[src/rtl/lr35902_vmem_arbiter.sv]
// lr35902_vmem_arbiter
//   Sequences the single-port VRAM and OAM between PPU, OAM DMA and the CPU
//   bus. Each resource has its own owner FSM (IDLE/PPU/DMA/CPU/TURN) with
//   priority PPU > DMA > CPU, registered grants, optional dead cycle on every
//   hand-off and read-data return tagging (RAMs have 1-cycle read latency).
//
// Ports
//   clk, reset          gbclk domain, synchronous active-high reset
//   ppu_*               PPU ownership requests, address, read strobe
//   dma_*               OAM DMA: VRAM-sourced reads, OAM writes, dma_rdata
//   cpu_*               CPU bus decodes, strobes, wdata, cpu_rdata
//   vram_*, oam_*       RAM macro ports (combinational from registered owner)
//   gnt_vram, gnt_oam   owner code: 0 none, 1 PPU, 2 DMA, 3 CPU
//   cpu_denied          high in every cycle a CPU access is refused
//
// Build option
//   GB_ARB_WRBUF_EN     one-entry posted CPU write buffer per resource with
//                       read forwarding; undefined = denied writes are lost.

module lr35902_vmem_owner #(
   parameter int TURNAROUND = 1
) (
   input  logic       clk,
   input  logic       reset,
   input  logic       req_ppu,
   input  logic       req_dma,
   input  logic       req_cpu,
   input  logic       wb_pend,
   output logic [1:0] gnt,
   output logic       retire
);
   typedef enum logic [2:0] {S_IDLE, S_PPU, S_DMA, S_CPU, S_TURN} state_t;

   state_t     state, pend, nxt;
   logic       wbp, pend_ret, nxt_ret;
   logic [1:0] gnt_n;

   always_comb begin
      // the buffer entry being retired this cycle is no longer pending
      wbp      = wb_pend && !retire;
      pend     = S_IDLE;
      pend_ret = 1'b0;
      if (req_ppu)      pend = S_PPU;
      else if (req_dma) pend = S_DMA;
      else if (req_cpu) pend = S_CPU;
      else if (wbp) begin
         pend     = S_CPU;
         pend_ret = 1'b1;
      end
      // default: owner leaves (dropped or preempted)
      nxt     = (TURNAROUND != 0) ? S_TURN : pend;
      nxt_ret = (TURNAROUND != 0) ? 1'b0   : pend_ret;
      unique case (state)
         S_IDLE, S_TURN: begin
            nxt     = pend;
            nxt_ret = pend_ret;
         end
         S_PPU: if (req_ppu) begin
            nxt     = S_PPU;
            nxt_ret = 1'b0;
         end
         S_DMA: if (req_dma && !req_ppu) begin
            nxt     = S_DMA;
            nxt_ret = 1'b0;
         end
         S_CPU: if (req_cpu && !req_ppu && !req_dma && !retire) begin
            nxt     = S_CPU;
            nxt_ret = 1'b0;
         end
         default: begin
            nxt     = S_IDLE;
            nxt_ret = 1'b0;
         end
      endcase
      unique case (nxt)
         S_PPU:   gnt_n = 2'd1;
         S_DMA:   gnt_n = 2'd2;
         S_CPU:   gnt_n = 2'd3;
         default: gnt_n = 2'd0;
      endcase
   end

   always_ff @(posedge clk) begin
      if (reset) begin
         state  <= S_IDLE;
         gnt    <= 2'd0;
         retire <= 1'b0;
      end else begin
         state  <= nxt;
         gnt    <= gnt_n;
         retire <= nxt_ret;
      end
   end
endmodule

module lr35902_vmem_arbiter #(
   parameter int VRAM_AW    = 13,
   parameter int OAM_AW     = 8,
   parameter int TURNAROUND = 1
) (
   input  logic               clk,
   input  logic               reset,
   input  logic               ppu_need_vram,
   input  logic               ppu_need_oam,
   input  logic [15:0]        ppu_adr,
   input  logic               ppu_rd,
   input  logic               dma_active,
   input  logic               dma_src_vram,
   input  logic [15:0]        dma_adr_rd,
   input  logic               dma_rd,
   input  logic [7:0]         dma_adr_wr,
   input  logic               dma_wr,
   input  logic [7:0]         dma_wdata,
   output logic [7:0]         dma_rdata,
   input  logic               cpu_sel_vram,
   input  logic               cpu_sel_oam,
   input  logic [15:0]        cpu_adr,
   input  logic               cpu_rd,
   input  logic               cpu_wr,
   input  logic [7:0]         cpu_wdata,
   output logic [7:0]         cpu_rdata,
   output logic [VRAM_AW-1:0] vram_adr,
   output logic               vram_rd,
   output logic               vram_wr,
   output logic [7:0]         vram_din,
   input  logic [7:0]         vram_dout,
   output logic [OAM_AW-1:0]  oam_adr,
   output logic               oam_rd,
   output logic               oam_wr,
   output logic [7:0]         oam_din,
   input  logic [7:0]         oam_dout,
   output logic [1:0]         gnt_vram,
   output logic [1:0]         gnt_oam,
   output logic               cpu_denied
);
   localparam logic [1:0] OWN_PPU = 2'd1;
   localparam logic [1:0] OWN_DMA = 2'd2;
   localparam logic [1:0] OWN_CPU = 2'd3;

   logic              req_v_ppu, req_v_dma, req_v_cpu;
   logic              req_o_ppu, req_o_dma, req_o_cpu;
   logic [1:0]        own_v, own_o, rtag_v, rtag_o;
   logic              ret_v, ret_o, deny_v, deny_o;
   logic [15:0]       dma_wa;
   logic              wbv_vld, wbo_vld, fwd_vld;
   logic [VRAM_AW-1:0] wbv_adr;
   logic [OAM_AW-1:0] wbo_adr;
   logic [7:0]        wbv_data, wbo_data, fwd_data;
   logic              unused_ok;

   assign unused_ok = ^{ppu_adr, cpu_adr, dma_adr_rd};
   assign dma_wa    = {8'h00, dma_adr_wr};

   // both decodes high is illegal; VRAM takes it
   assign req_v_ppu = ppu_need_vram;
   assign req_v_dma = dma_active && dma_src_vram;
   assign req_v_cpu = cpu_sel_vram && (cpu_rd || cpu_wr);
   assign req_o_ppu = ppu_need_oam;
   assign req_o_dma = dma_active;
   assign req_o_cpu = cpu_sel_oam && !cpu_sel_vram && (cpu_rd || cpu_wr);

   lr35902_vmem_owner #(.TURNAROUND(TURNAROUND)) u_own_vram (
      .clk(clk), .reset(reset), .req_ppu(req_v_ppu), .req_dma(req_v_dma),
      .req_cpu(req_v_cpu), .wb_pend(wbv_vld), .gnt(own_v), .retire(ret_v));

   lr35902_vmem_owner #(.TURNAROUND(TURNAROUND)) u_own_oam (
      .clk(clk), .reset(reset), .req_ppu(req_o_ppu), .req_dma(req_o_dma),
      .req_cpu(req_o_cpu), .wb_pend(wbo_vld), .gnt(own_o), .retire(ret_o));

   assign gnt_vram = reset ? 2'd0 : own_v;
   assign gnt_oam  = reset ? 2'd0 : own_o;

   // Refused = resource held by someone else (or busy retiring the buffer).
   // IDLE/TURN cycles are the CPU waiting for its grant, not a refusal.
   assign deny_v     = req_v_cpu && (own_v == OWN_PPU || own_v == OWN_DMA || ret_v);
   assign deny_o     = req_o_cpu && (own_o == OWN_PPU || own_o == OWN_DMA || ret_o);
   assign cpu_denied = !reset && (deny_v || deny_o);

   // Strobes are qualified by the owner's live request so a request that
   // drops while the grant is still registered never reaches the RAM.
   always_comb begin
      vram_adr = '0; vram_rd = 1'b0; vram_wr = 1'b0; vram_din = 8'h00;
      if (!reset) begin
         unique case (own_v)
            OWN_PPU: begin
               vram_adr = ppu_adr[VRAM_AW-1:0];
               vram_rd  = ppu_rd && req_v_ppu;
            end
            OWN_DMA: begin
               vram_adr = dma_adr_rd[VRAM_AW-1:0];
               vram_rd  = dma_rd && req_v_dma;
            end
            OWN_CPU: if (ret_v) begin
               vram_adr = wbv_adr;
               vram_wr  = 1'b1;
               vram_din = wbv_data;
            end else begin
               vram_adr = cpu_adr[VRAM_AW-1:0];
               vram_rd  = cpu_rd && req_v_cpu;
               vram_wr  = cpu_wr && req_v_cpu;
               vram_din = cpu_wdata;
            end
            default: ;
         endcase
      end
   end

   always_comb begin
      oam_adr = '0; oam_rd = 1'b0; oam_wr = 1'b0; oam_din = 8'h00;
      if (!reset) begin
         unique case (own_o)
            OWN_PPU: begin
               oam_adr = ppu_adr[OAM_AW-1:0];
               oam_rd  = ppu_rd && req_o_ppu;
            end
            OWN_DMA: begin
               oam_adr = dma_wa[OAM_AW-1:0];
               oam_wr  = dma_wr && req_o_dma;
               oam_din = dma_wdata;
            end
            OWN_CPU: if (ret_o) begin
               oam_adr = wbo_adr;
               oam_wr  = 1'b1;
               oam_din = wbo_data;
            end else begin
               oam_adr = cpu_adr[OAM_AW-1:0];
               oam_rd  = cpu_rd && req_o_cpu;
               oam_wr  = cpu_wr && req_o_cpu;
               oam_din = cpu_wdata;
            end
            default: ;
         endcase
      end
   end

   // tag each issued read with its owner; data comes back next cycle
   always_ff @(posedge clk) begin
      if (reset) begin
         rtag_v <= 2'd0;
         rtag_o <= 2'd0;
      end else begin
         rtag_v <= vram_rd ? own_v : 2'd0;
         rtag_o <= oam_rd  ? own_o : 2'd0;
      end
   end

   assign dma_rdata = (!reset && rtag_v == OWN_DMA) ? vram_dout : 8'hFF;

   // forwarded buffer data wins over RAM, whose copy is stale until retire
   always_comb begin
      cpu_rdata = 8'hFF;
      if (!reset) begin
         if (fwd_vld)                cpu_rdata = fwd_data;
         else if (rtag_v == OWN_CPU) cpu_rdata = vram_dout;
         else if (rtag_o == OWN_CPU) cpu_rdata = oam_dout;
      end
   end

`ifdef GB_ARB_WRBUF_EN
   logic cap_v, cap_o, hit_v, hit_o;

   assign cap_v = deny_v && cpu_wr && !wbv_vld;
   assign cap_o = deny_o && cpu_wr && !wbo_vld;
   assign hit_v = req_v_cpu && cpu_rd && wbv_vld && (cpu_adr[VRAM_AW-1:0] == wbv_adr);
   assign hit_o = req_o_cpu && cpu_rd && wbo_vld && (cpu_adr[OAM_AW-1:0] == wbo_adr);

   always_ff @(posedge clk) begin
      if (reset) begin
         wbv_vld <= 1'b0;
         wbo_vld <= 1'b0;
         fwd_vld <= 1'b0;
      end else begin
         if (ret_v)      wbv_vld <= 1'b0;
         else if (cap_v) wbv_vld <= 1'b1;
         if (ret_o)      wbo_vld <= 1'b0;
         else if (cap_o) wbo_vld <= 1'b1;
         fwd_vld <= hit_v || hit_o;
      end
   end

   // payload only meaningful while valid, so no reset
   always_ff @(posedge clk) begin
      if (cap_v) begin
         wbv_adr  <= cpu_adr[VRAM_AW-1:0];
         wbv_data <= cpu_wdata;
      end
      if (cap_o) begin
         wbo_adr  <= cpu_adr[OAM_AW-1:0];
         wbo_data <= cpu_wdata;
      end
      fwd_data <= hit_v ? wbv_data : wbo_data;
   end
`else
   assign wbv_vld  = 1'b0;
   assign wbo_vld  = 1'b0;
   assign wbv_adr  = '0;
   assign wbo_adr  = '0;
   assign wbv_data = 8'h00;
   assign wbo_data = 8'h00;
   assign fwd_vld  = 1'b0;
   assign fwd_data = 8'hFF;
`endif
endmodule
[config.mk]
export PLATFORM = sky130hd
export DESIGN_NAME = lr35902_vmem_arbiter
export DESIGN_NICKNAME = d
export VERILOG_FILES = /design/src/rtl/lr35902_vmem_arbiter.sv
export SDC_FILE = /design/constraint.sdc
export NUM_CORES = 1
export LEC_CHECK = 0
export ABC_AREA = 1
export BUFFER_PORTS_ARGS = -buffer_cell sky130_fd_sc_hd__buf_4
export CORE_MARGIN = 3
export CORE_UTILIZATION = 38
export CTS_CLUSTER_DIAMETER = 200
export DETAILED_ROUTE_END_ITERATION = 12
export MAX_ROUTING_LAYER = met4
export PLACE_DENSITY_LB_ADDON = 0.15
export SKIP_CTS_REPAIR_TIMING = 1
export SLEW_MARGIN = 20
export SYNTH_ARGS = -nofsm -noshare
export SYNTH_HDL_FRONTEND = slang
export SYNTH_SLANG_ARGS = --single-unit
[constraint.sdc]
create_clock -name clk -period 1.38 [get_ports clk]
set_input_delay 0 -clock clk [delete_from_list [all_inputs] [get_ports clk]]
set_output_delay 0 -clock clk [all_outputs]
set_load 0.005 [all_outputs]
Word-level counts from Yosys, hierarchy flattened
Index checks and enable logic that the tools add are counted.
{ "totals": {"input_bits": 101, "register_bits": 14, "word_cells": 107, "output_inout_bits": 62} }
{ "classes": {"n_eq_ne": 23, "reduce_logical": 38, "n_bitwise": 2, "muxes": 38} }
{ "ops": {"columns": ["operator", "count"], "rows": [
  ["2-to-1 mux 8 bit", 8],
  ["one-hot mux 13 bit (3 select lines)", 1],
  ["2-to-1 mux 3 bit", 10],
  ["== test 3 x 2 -> 1 bit, second input constant", 8],
  ["one-hot mux 3 bit (4 select lines)", 2],
  ["one-hot mux 8 bit (3 select lines)", 1],
  ["logical AND 1 bit", 22],
  ["one-hot mux 8 bit (2 select lines)", 1],
  ["== test 2 bit, second input constant", 7],
  ["2-to-1 mux 13 bit", 1],
  ["== test 3 x 1 -> 1 bit, second input constant", 4],
  ["one-hot mux 2 bit (3 select lines)", 2],
  ["2-to-1 mux 2 bit", 4],
  ["OR reduction 2 bit", 4],
  ["== test 3 bit, second input constant", 2],
  ["zero test 1 bit", 6],
  ["zero test 3 bit", 2],
  ["2-to-1 mux 1 bit", 5],
  ["== test 2 x 1 -> 1 bit, second input constant", 2],
  ["logical OR 1 bit", 4],
  ["one-hot mux 1 bit (2 select lines)", 2],
  ["one-hot mux 1 bit (3 select lines)", 1],
  ["inverter 1 bit", 2]
]} }

Logic depth before layout (Yosys ltp)
Gate-level depths: netlist of the first run.
{ "logic_depth": {"depth_word": 9, "mapped_depth": 8, "mapped_depth_nobuf": 8} }

Modules after synthesis
Synthesis of the first run repeated with hierarchy kept, for this count alone.
{ "hier_totals": {"hier_cells": 333, "hier_area_um2": 1848.0} }
{ "modules_own_cells": {"columns": ["mod", "cells_per_inst", "seq_area_each_um2", "area_per_inst_um2", "instances"], "rows": [
  ["lr35902_vmem_arbiter", 238, 80.1, 1237.4, 1],
  ["lr35902_vmem_owner at u_own_vram", 49, 120.1, 316.6, 1],
  ["lr35902_vmem_owner at u_own_oam", 46, 120.1, 294.0, 1]
]} }

Least setup slack after synthesis of the first run
OpenSTA, ideal clock, no wires.
{ "synth_timing": {"path_kind": "register to register", "start": "reg u_own_oam.gnt[1]", "end": "reg rtag_o[0]", "stages_incl_launch_ff": 8, "t_required_ns": 1.316, "path_buffers": 1, "t_arrival_ns": 1.073, "setup_slack_ns": 0.243, "synth_period_minus_slack_ns": 1.137, "setup_ns": 0.064, "cell_sequence": "dfxtp_1 inv_1 ha_1 clkbuf_1 nand3_1 nand2_1 nand2_1 nor2_1"} }
{ "synth_via": {"elab_chain_len": 5, "word_cells_on_any_way": 6, "cone_classes": "eq/ne (2); mux (2); bitwise (1); reduce/logical (1)"} }
{ "synth_lines": {"columns": ["element", "line", "rtl"], "rows": [
  ["start: declaration", "29", "output logic [1:0] gnt,"],
  ["start signal: assignment", "90", "gnt <= gnt_n;"],
  ["== test 2 bit / == test 2 x 1 -> 1 bit (equally long branches)", "211", "unique case (own_o)"],
  ["one-hot mux 1 bit (2 select lines) *", "211", null],
  ["2-to-1 mux 1 bit *", "210", "if (!reset) begin"],
  ["inverter 1 bit (no source line) *", null, null],
  ["OR reduction 2 bit (no source line) *", null, null],
  ["end signal: assignment", "243", "rtag_o <= oam_rd ? own_o : 2'd0;"],
  ["end: declaration", "142", "logic [1:0] own_v, own_o, rtag_v, rtag_o;"]
]} }
Every way passes the cells marked *; elsewhere a longest branch is shown, timed or not.
A chain may end at the register's enable or synchronous reset.

Worst setup path after layout of the first run
{ "layout_timing": {"start": "reg u_own_vram.gnt[1]", "end": "out vram_adr[5]"} }
{ "layout_via": {"elab_chain_len": 3, "word_cells_on_any_way": 5, "cone_classes": "eq/ne (3); mux (2)"} }
{ "layout_lines": {"columns": ["element", "line", "rtl"], "rows": [
  ["start: declaration", "29", null],
  ["start signal: assignment", "90", null],
  ["== test 2 bit / == test 2 x 1 -> 1 bit (equally long branches)", "184", "unique case (own_v)"],
  ["one-hot mux 13 bit (3 select lines) *", "184", null],
  ["2-to-1 mux 13 bit *", "183", "if (!reset) begin"],
  ["end: declaration", "122", "output logic [VRAM_AW-1:0] vram_adr,"]
]} }
Marked as above.

==> impl_metrics.env, run 1 <==
export IMPL_post_route_period_util_pct=104
export IMPL_max_slew_margin_pct=77.8
export IMPL_drive_gt1_share_pct=53.0
export IMPL_routed_via_density=5.20
export IMPL_synth_simple_area_share_pct=54.3
export IMPL_insertion_delay_ns=0.25
export IMPL_worst_slew_pin_slew_ns=0.333
export IMPL_vias=2919
export IMPL_irDropWorstVdd_v=0.000582
export IMPL_setup_tns_ns=-0.615
export IMPL_grt_max_degree=30
export IMPL_synth_warnings=0
export IMPL_syn_area_sq_um=1790
export IMPL_outcome="finished with violations"
export IMPL_yosys_area_top_type_share_pct=29.4
export IMPL_synth_compound_gate_area_share_pct=9.80
export IMPL_fillers=287
export IMPL_critPathBufInv=4
export IMPL_start_util_pct=40.2
export IMPL_cts_buffers=3
export IMPL_switchingPower_uw=546
export IMPL_path_cells="inv_6 > ha_4 > nor2_4 > clkbuf_16 > nand2_2 > inv_2 > buf_6"
export IMPL_synth_seq_area_share_pct=15.7
export IMPL_io_buffers=153
export IMPL_grt_usage_pct=24.4
export IMPL_powerDensity_nw_per_um2=447
export IMPL_comb_power_share_pct=46.7
export IMPL_die_area_sq_um=5560
export IMPL_r2r_start="u_own_oam.gnt[0]$_SDFF_PP0_"
export IMPL_dp_hpwl_um=5800
export IMPL_grt_pass1_vias=2225
export IMPL_synth_area_mux_share_pct=0
export IMPL_p_sw_share_pct=33.7
export IMPL_yosysTopAreaCell="nand2_1"
export IMPL_clk_transition_reported_paths_ns=0.06
export IMPL_die_width_um=74.6
export IMPL_cpPeakStageDelay_ns=0.39
export IMPL_stdcell_count=561
export IMPL_grt_antenna_before_repair=0
export IMPL_syn_num_nets=458
export IMPL_async_reset_ff_share_pct=0
export IMPL_die_h_um=74.6
export IMPL_synth_area_leaders="nand2_1 29%, dfxtp_1 16%, inv_1 9.9%"
export IMPL_synth_top_family_by_area="simple AND/OR/NAND/NOR gates"
export IMPL_rows=24
export IMPL_critical_path_top_delay_family="flip-flops"
export IMPL_htree_levels=1
export IMPL_syn_avg_cell_area_sq_um=5.12
export IMPL_critPathRequiredTime_ns=1.38
export IMPL_clk_path_buf_depth=2
export IMPL_fmax_ghz=0.695
export IMPL_nNetsFinal=619
export IMPL_grt_ovfl_total=0
export IMPL_core_sq_um=4440
export IMPL_cts_tree="done"
export IMPL_final_hold_viol_count=0
export IMPL_antenna_left=0
export IMPL_grt_pass1_wl_um=10500
export IMPL_crit_path_start_kind="flop"
export IMPL_boundaryPins=163
export IMPL_worstSetupEndpointType="output pin"
export IMPL_power_mw=1.62
export IMPL_power_leakage_nw=2.00
export IMPL_synth_edff_count=0
export IMPL_drt_iter0_drc=191
export IMPL_crit_arrival_ns=1.44
export IMPL_r2r_end="rtag_o[1]$_SDFF_PP0_"
export IMPL_ys_types=18
export IMPL_netlist_instances=349
export IMPL_r2r_cells=6
export IMPL_synth_seq_cells=14
export IMPL_cp_depth=7
export IMPL_ys_flop_type="dfxtp_1"
export IMPL_cts_root_buf="clkbuf_8"
export IMPL_violations="negative setup slack"
export IMPL_rsz0062_at_grt="yes"
export IMPL_place_congestion=0.854
export IMPL_p_seq_share_pct=28.1
export IMPL_skew_ns=0.00165
export IMPL_numClockSinks=14
export IMPL_drt_total_wl_um=8490
export IMPL_hold_path_class="input port to flop"
export IMPL_min_period_ns=1.44
export IMPL_crit_start="u_own_vram.gnt[1]$_SDFF_PP0_"
export IMPL_dp_cells=550
export IMPL_setup_violations=17
export IMPL_path_class="flop to output pin"
export IMPL_power_frac_clock_pct=25.2
export IMPL_finalHoldWorstSlack_ns=0.117
export IMPL_drtPass1Iterations=4
export IMPL_synth_adder_area_share_pct=5.60
export IMPL_drc_errors=0
export IMPL_slowest_stage="dfxtp_4"
export IMPL_drv_cap=0
export IMPL_areaGrowthSynthToFinish_pct=103
export IMPL_cp_max_fo=6
export IMPL_post_synth_top_count_cell="nand2_1"
export IMPL_synth_commonest_cells="140 x nand2_1, 47 x inv_1, 39 x nor2_1"
export IMPL_slew_viol_final=0
export IMPL_postLayoutSetupSlackWorst_ns=-0.0584
export IMPL_crit_end="vram_adr[5]"
export IMPL_reg2reg_setup_slack_ns=0.22
export IMPL_antenna_cells=0
export IMPL_p_int_mw=1.08
export IMPL_synthXorXnorAreaFrac_pct=0
export IMPL_wl_per_cell_um=15.1
power by group through the flow:
stage / combinational (mW) / clock (mW) / sequential, mW
after floorplan: 0.246 / 0 / 0.449
after global placement: 0.575 / 0 / 0.453
after detailed placement: 0.586 / 0 / 0.455
after CTS: 0.589 / 0.409 / 0.446
after global routing: 0.811 / 0.429 / 0.458
final: 0.757 / 0.408 / 0.455
through the flow:
stage                     instance area (sq um)  util (%)  setup slack (ns)
after global placement                     3040      68.3             0.141
after floorplan                            1790         -             0.243
after global routing                       3620      81.5           -0.0849
after CTS                                  3090      69.5            -0.156
after detailed placement                   3040      68.3             0.115
final                                      3620      81.5           -0.0584
sequential cells by signal, summed over array words and instances (netlist names):
name / count
u_own_oam.state: 3
u_own_vram.state: 3
u_own_oam.gnt: 2
rtag_v: 2
rtag_o: 2
u_own_vram.gnt: 2
placed cells by master, fill, tap and decap left out, drive strengths merged:
cell / instances
nor2: 46
dfxtp: 14
nand4: 5
clkbuf: 8
o21ai: 9
nand3: 34
nand2: 143
ha: 8
inv: 50
buf: 167
nor3: 3
o211ai: 8
a21oi: 14
logic make-up (layout without fill, tap and decap cells):
logic type | Yosys count | after routing
adder cells (fa/ha/maj) | 8 | 8
AO/OA/AOI/OAI | 31 | 31
buffers and inverters | 65 | 225
flip-flops | 14 | 14
AND/OR/NAND/NOR | 231 | 231
tightest hold or removal path, cell delays in order:
cell and delay, ns:
buf_4 0.11, nand2_1 0.05, nand2_1 0.06, nor2_1 0.05
nor2_1 0.07
routing by layer:
layer	vias to the layer above	global-route usage, %	share of wire [%]
li1	1399	-	-
met1	1355	29.9	37
met2	138	43.5	53
met3	27	2.97	7.2
met4	0	3.36	3.0
met5	-	-	0
worst min-delay path by stage:
| stage | from | to | depth (start not counted) |
|---|---|---|---|
| 3_5_place_dp | vram_dout[2] | dma_rdata[2] | 4 |
| 2_1_floorplan | cpu_wdata[0] | vram_din[0] | 2 |
| 3_3_place_gp | vram_dout[0] | dma_rdata[0] | 4 |
| 6_report | ppu_need_oam | u_own_oam.gnt[0]$_SDFF_PP0_ | 5 |
| 4_1_cts | ppu_need_oam | u_own_oam.gnt[0]$_SDFF_PP0_ | 5 |
| 5_1_grt | ppu_need_vram | u_own_vram.state[2]$_SDFF_PP0_ | 4 |
cell type report:
cell class                      instances  area, sq um  area share, %
Clock buffer                            4         55.1           1.52
Inverter                               50          203           5.59
Multi-Input combinational cell        270         1580           43.5
Sequential cell                        14          295           8.15
Tap cell                               52         65.1           1.80
Timing Repair Buffer                  171         1430           39.4
No activity file was read; power rests on OpenSTA's default activity.
==> run 2, diff against run 1 <==
--- a/config.mk
+++ b/config.mk
@@ -9,7 +9,6 @@
 export BUFFER_PORTS_ARGS = -buffer_cell sky130_fd_sc_hd__buf_4
 export CORE_MARGIN = 3
 export CORE_UTILIZATION = 38
-export CTS_CLUSTER_DIAMETER = 200
 export DETAILED_ROUTE_END_ITERATION = 12
 export MAX_ROUTING_LAYER = met4
 export PLACE_DENSITY_LB_ADDON = 0.15
==> constraint.sdc (replaced) <==
create_clock -name clk -period 1.38 [get_ports clk]
set_input_delay 0.276 -clock clk [delete_from_list [all_inputs] [get_ports clk]]
set_output_delay 0.276 -clock clk [all_outputs]
set_load 0.005 [all_outputs]
==> impl_metrics.env, run 2 (same netlist as run 1, synthesis figures left out) <==
export IMPL_layout_common_cells="156 x buf_4, 120 x nand2_1, 41 x inv_1"
export IMPL_core_sq_um=4440
export IMPL_die_width_um=74.6
export IMPL_boundaryPins=163
export IMPL_place_congestion=0.883
export IMPL_grt_pass1_vias=2351
export IMPL_min_period_ns=1.68
export IMPL_path_class="flop to output pin"
export IMPL_post_route_period_util_pct=122
export IMPL_skew_ns=0.00427
export IMPL_cp_max_fo=11
export IMPL_grt_pass1_wl_um=10700
export IMPL_wl_per_cell_um=14.3
export IMPL_rows=24
export IMPL_irDropWorstVdd_v=0.000548
export IMPL_grt_ovfl_total=0
export IMPL_die_area_sq_um=5560
export IMPL_insertion_delay_ns=0.25
export IMPL_grt_usage_pct=24.8
export IMPL_clk_path_buf_depth=2
export IMPL_postLayoutCellArea_sq_um=3590
export IMPL_antenna_left=0
export IMPL_p_sw_share_pct=32.4
export IMPL_areaGrowthSynthToFinish_pct=101
export IMPL_setup_tns_ns=-10.74
export IMPL_powerDensity_nw_per_um2=439
export IMPL_slew_viol_final=0
export IMPL_crit_path_start_kind="flop"
export IMPL_io_buffers=153
export IMPL_final_hold_viol_count=0
export IMPL_routed_via_density=5.02
export IMPL_multi_input_area_sq_um=1500
export IMPL_final_common_cell="buf_4"
export IMPL_grt_max_degree=17
export IMPL_die_h_um=74.6
export IMPL_regArea_sq_um=305
export IMPL_fmax_ghz=0.595
export IMPL_crit_arrival_ns=1.41
export IMPL_start_util_pct=40.2
export IMPL_cts_buffers=3
export IMPL_max_slew_margin_pct=81.2
export IMPL_worstSetupEndpointType="output pin"
export IMPL_grt_antenna_before_repair=0
export IMPL_antenna_cells=0
export IMPL_power_leakage_nw=1.93
export IMPL_cts_tree="done"
export IMPL_p_seq_share_pct=28.7
export IMPL_htree_levels=1
export IMPL_drtPass1Iterations=4
export IMPL_vias=2853
export IMPL_p_int_mw=1.06
export IMPL_power_frac_clock_pct=25.7
export IMPL_setup_violations=59
export IMPL_switchingPower_uw=510
export IMPL_drc_errors=0
export IMPL_numClockSinks=14
export IMPL_critPathRequiredTime_ns=1.10
export IMPL_comb_power_share_pct=45.6
export IMPL_top_regs="u_own_oam.state: 3 flops, u_own_vram.state: 3 flops"
export IMPL_drv_cap=0
export IMPL_nNetsFinal=626
export IMPL_dp_hpwl_um=5750
export IMPL_drt_iter0_drc=169
export IMPL_worst_slew_pin_slew_ns=0.282
export IMPL_drive_gt1_share_pct=50.0
export IMPL_postLayoutSetupSlackWorst_ns=-0.301
export IMPL_fillers=304
export IMPL_hold_path_class="input port to flop"
export IMPL_rsz0062_at_grt="yes"
export IMPL_clk_transition_reported_paths_ns=0.06
export IMPL_cts_root_buf="clkbuf_8"
export IMPL_place_area_sq_um=3140
export IMPL_drt_total_wl_um=8150
export IMPL_violations="negative setup slack"
export IMPL_outcome="finished with violations"
==> run 2: path summary, 6_finish.rpt <==
check | start | endpoint | slack (ns) | cells after the start
setup reg to reg | u_own_vram.gnt[0]$_SDFF_PP0_ | rtag_v[0]$_SDFF_PP0_ | 0.18 | 6
setup / recovery | u_own_oam.gnt[0]$_SDFF_PP0_ | oam_adr[7] | -0.30 | 8
hold / removal | ppu_need_vram | u_own_vram.state[2]$_SDFF_PP0_ | 0.38 | 4
hold reg to reg | u_own_oam.gnt[0]$_SDFF_PP0_ | rtag_o[0]$_SDFF_PP0_ | 0.61 | 3
==> run 2: stage by stage <==
| step | instances | hold WS (ns) | worst slack (ns) | power, mW | util, % |
|---|---|---|---|---|---|
| after floorplan | 349 | 0.485 | 0.0113 | 0.696 | - |
| after global placement | 559 | 0.595 | -0.0766 | 1.07 | 70.7 |
| after detailed placement | 559 | 0.613 | -0.0964 | 1.08 | 70.7 |
| after CTS | 563 | 0.391 | -0.372 | 1.48 | 71.9 |
| after global routing | 568 | 0.434 | -0.361 | 1.66 | 80.8 |
| final | 568 | 0.385 | -0.301 | 1.57 | 80.8 |
==> run 2: cell type report <==
| cell class | instances | area share [%] |
|---|---|---|
| tap | 52 | 1.81 |
| timing repair buffer | 177 | 40.9 |
| multi-input combinational | 271 | 41.7 |
| sequential | 14 | 8.50 |
| inverter | 50 | 5.51 |
| clock buffer | 4 | 1.53 |
==> run 2: metal layers <==
layer  global-route usage, %  share of wire (%)  vias to the layer above
li1                        -                  -                     1414
met1                    28.2                 37                     1303
met2                    45.1                 54                      118
met3                    4.46                6.7                       18
met4                    5.14                2.0                        0
met5                       -                  0                        -
==> run 2: power by group through the flow <==
| stage | sequential, mW | combinational, mW | clock, mW |
|---|---|---|---|
| after floorplan | 0.449 | 0.247 | 0 |
| after global placement | 0.453 | 0.616 | 0 |
| after detailed placement | 0.454 | 0.627 | 0 |
| after CTS | 0.446 | 0.630 | 0.405 |
| after global routing | 0.455 | 0.778 | 0.425 |
| final | 0.452 | 0.718 | 0.405 |
==> run 2: worst max-delay path: stages, from the launching register on <==
cell and delay [ns]:
dfxtp_4 0.39, inv_4 0.05, ha_4 0.17, buf_12 0.14, nand2_1 0.05, nand3_1 0.10
nand2_2 0.08, inv_1 0.04, buf_4 0.13
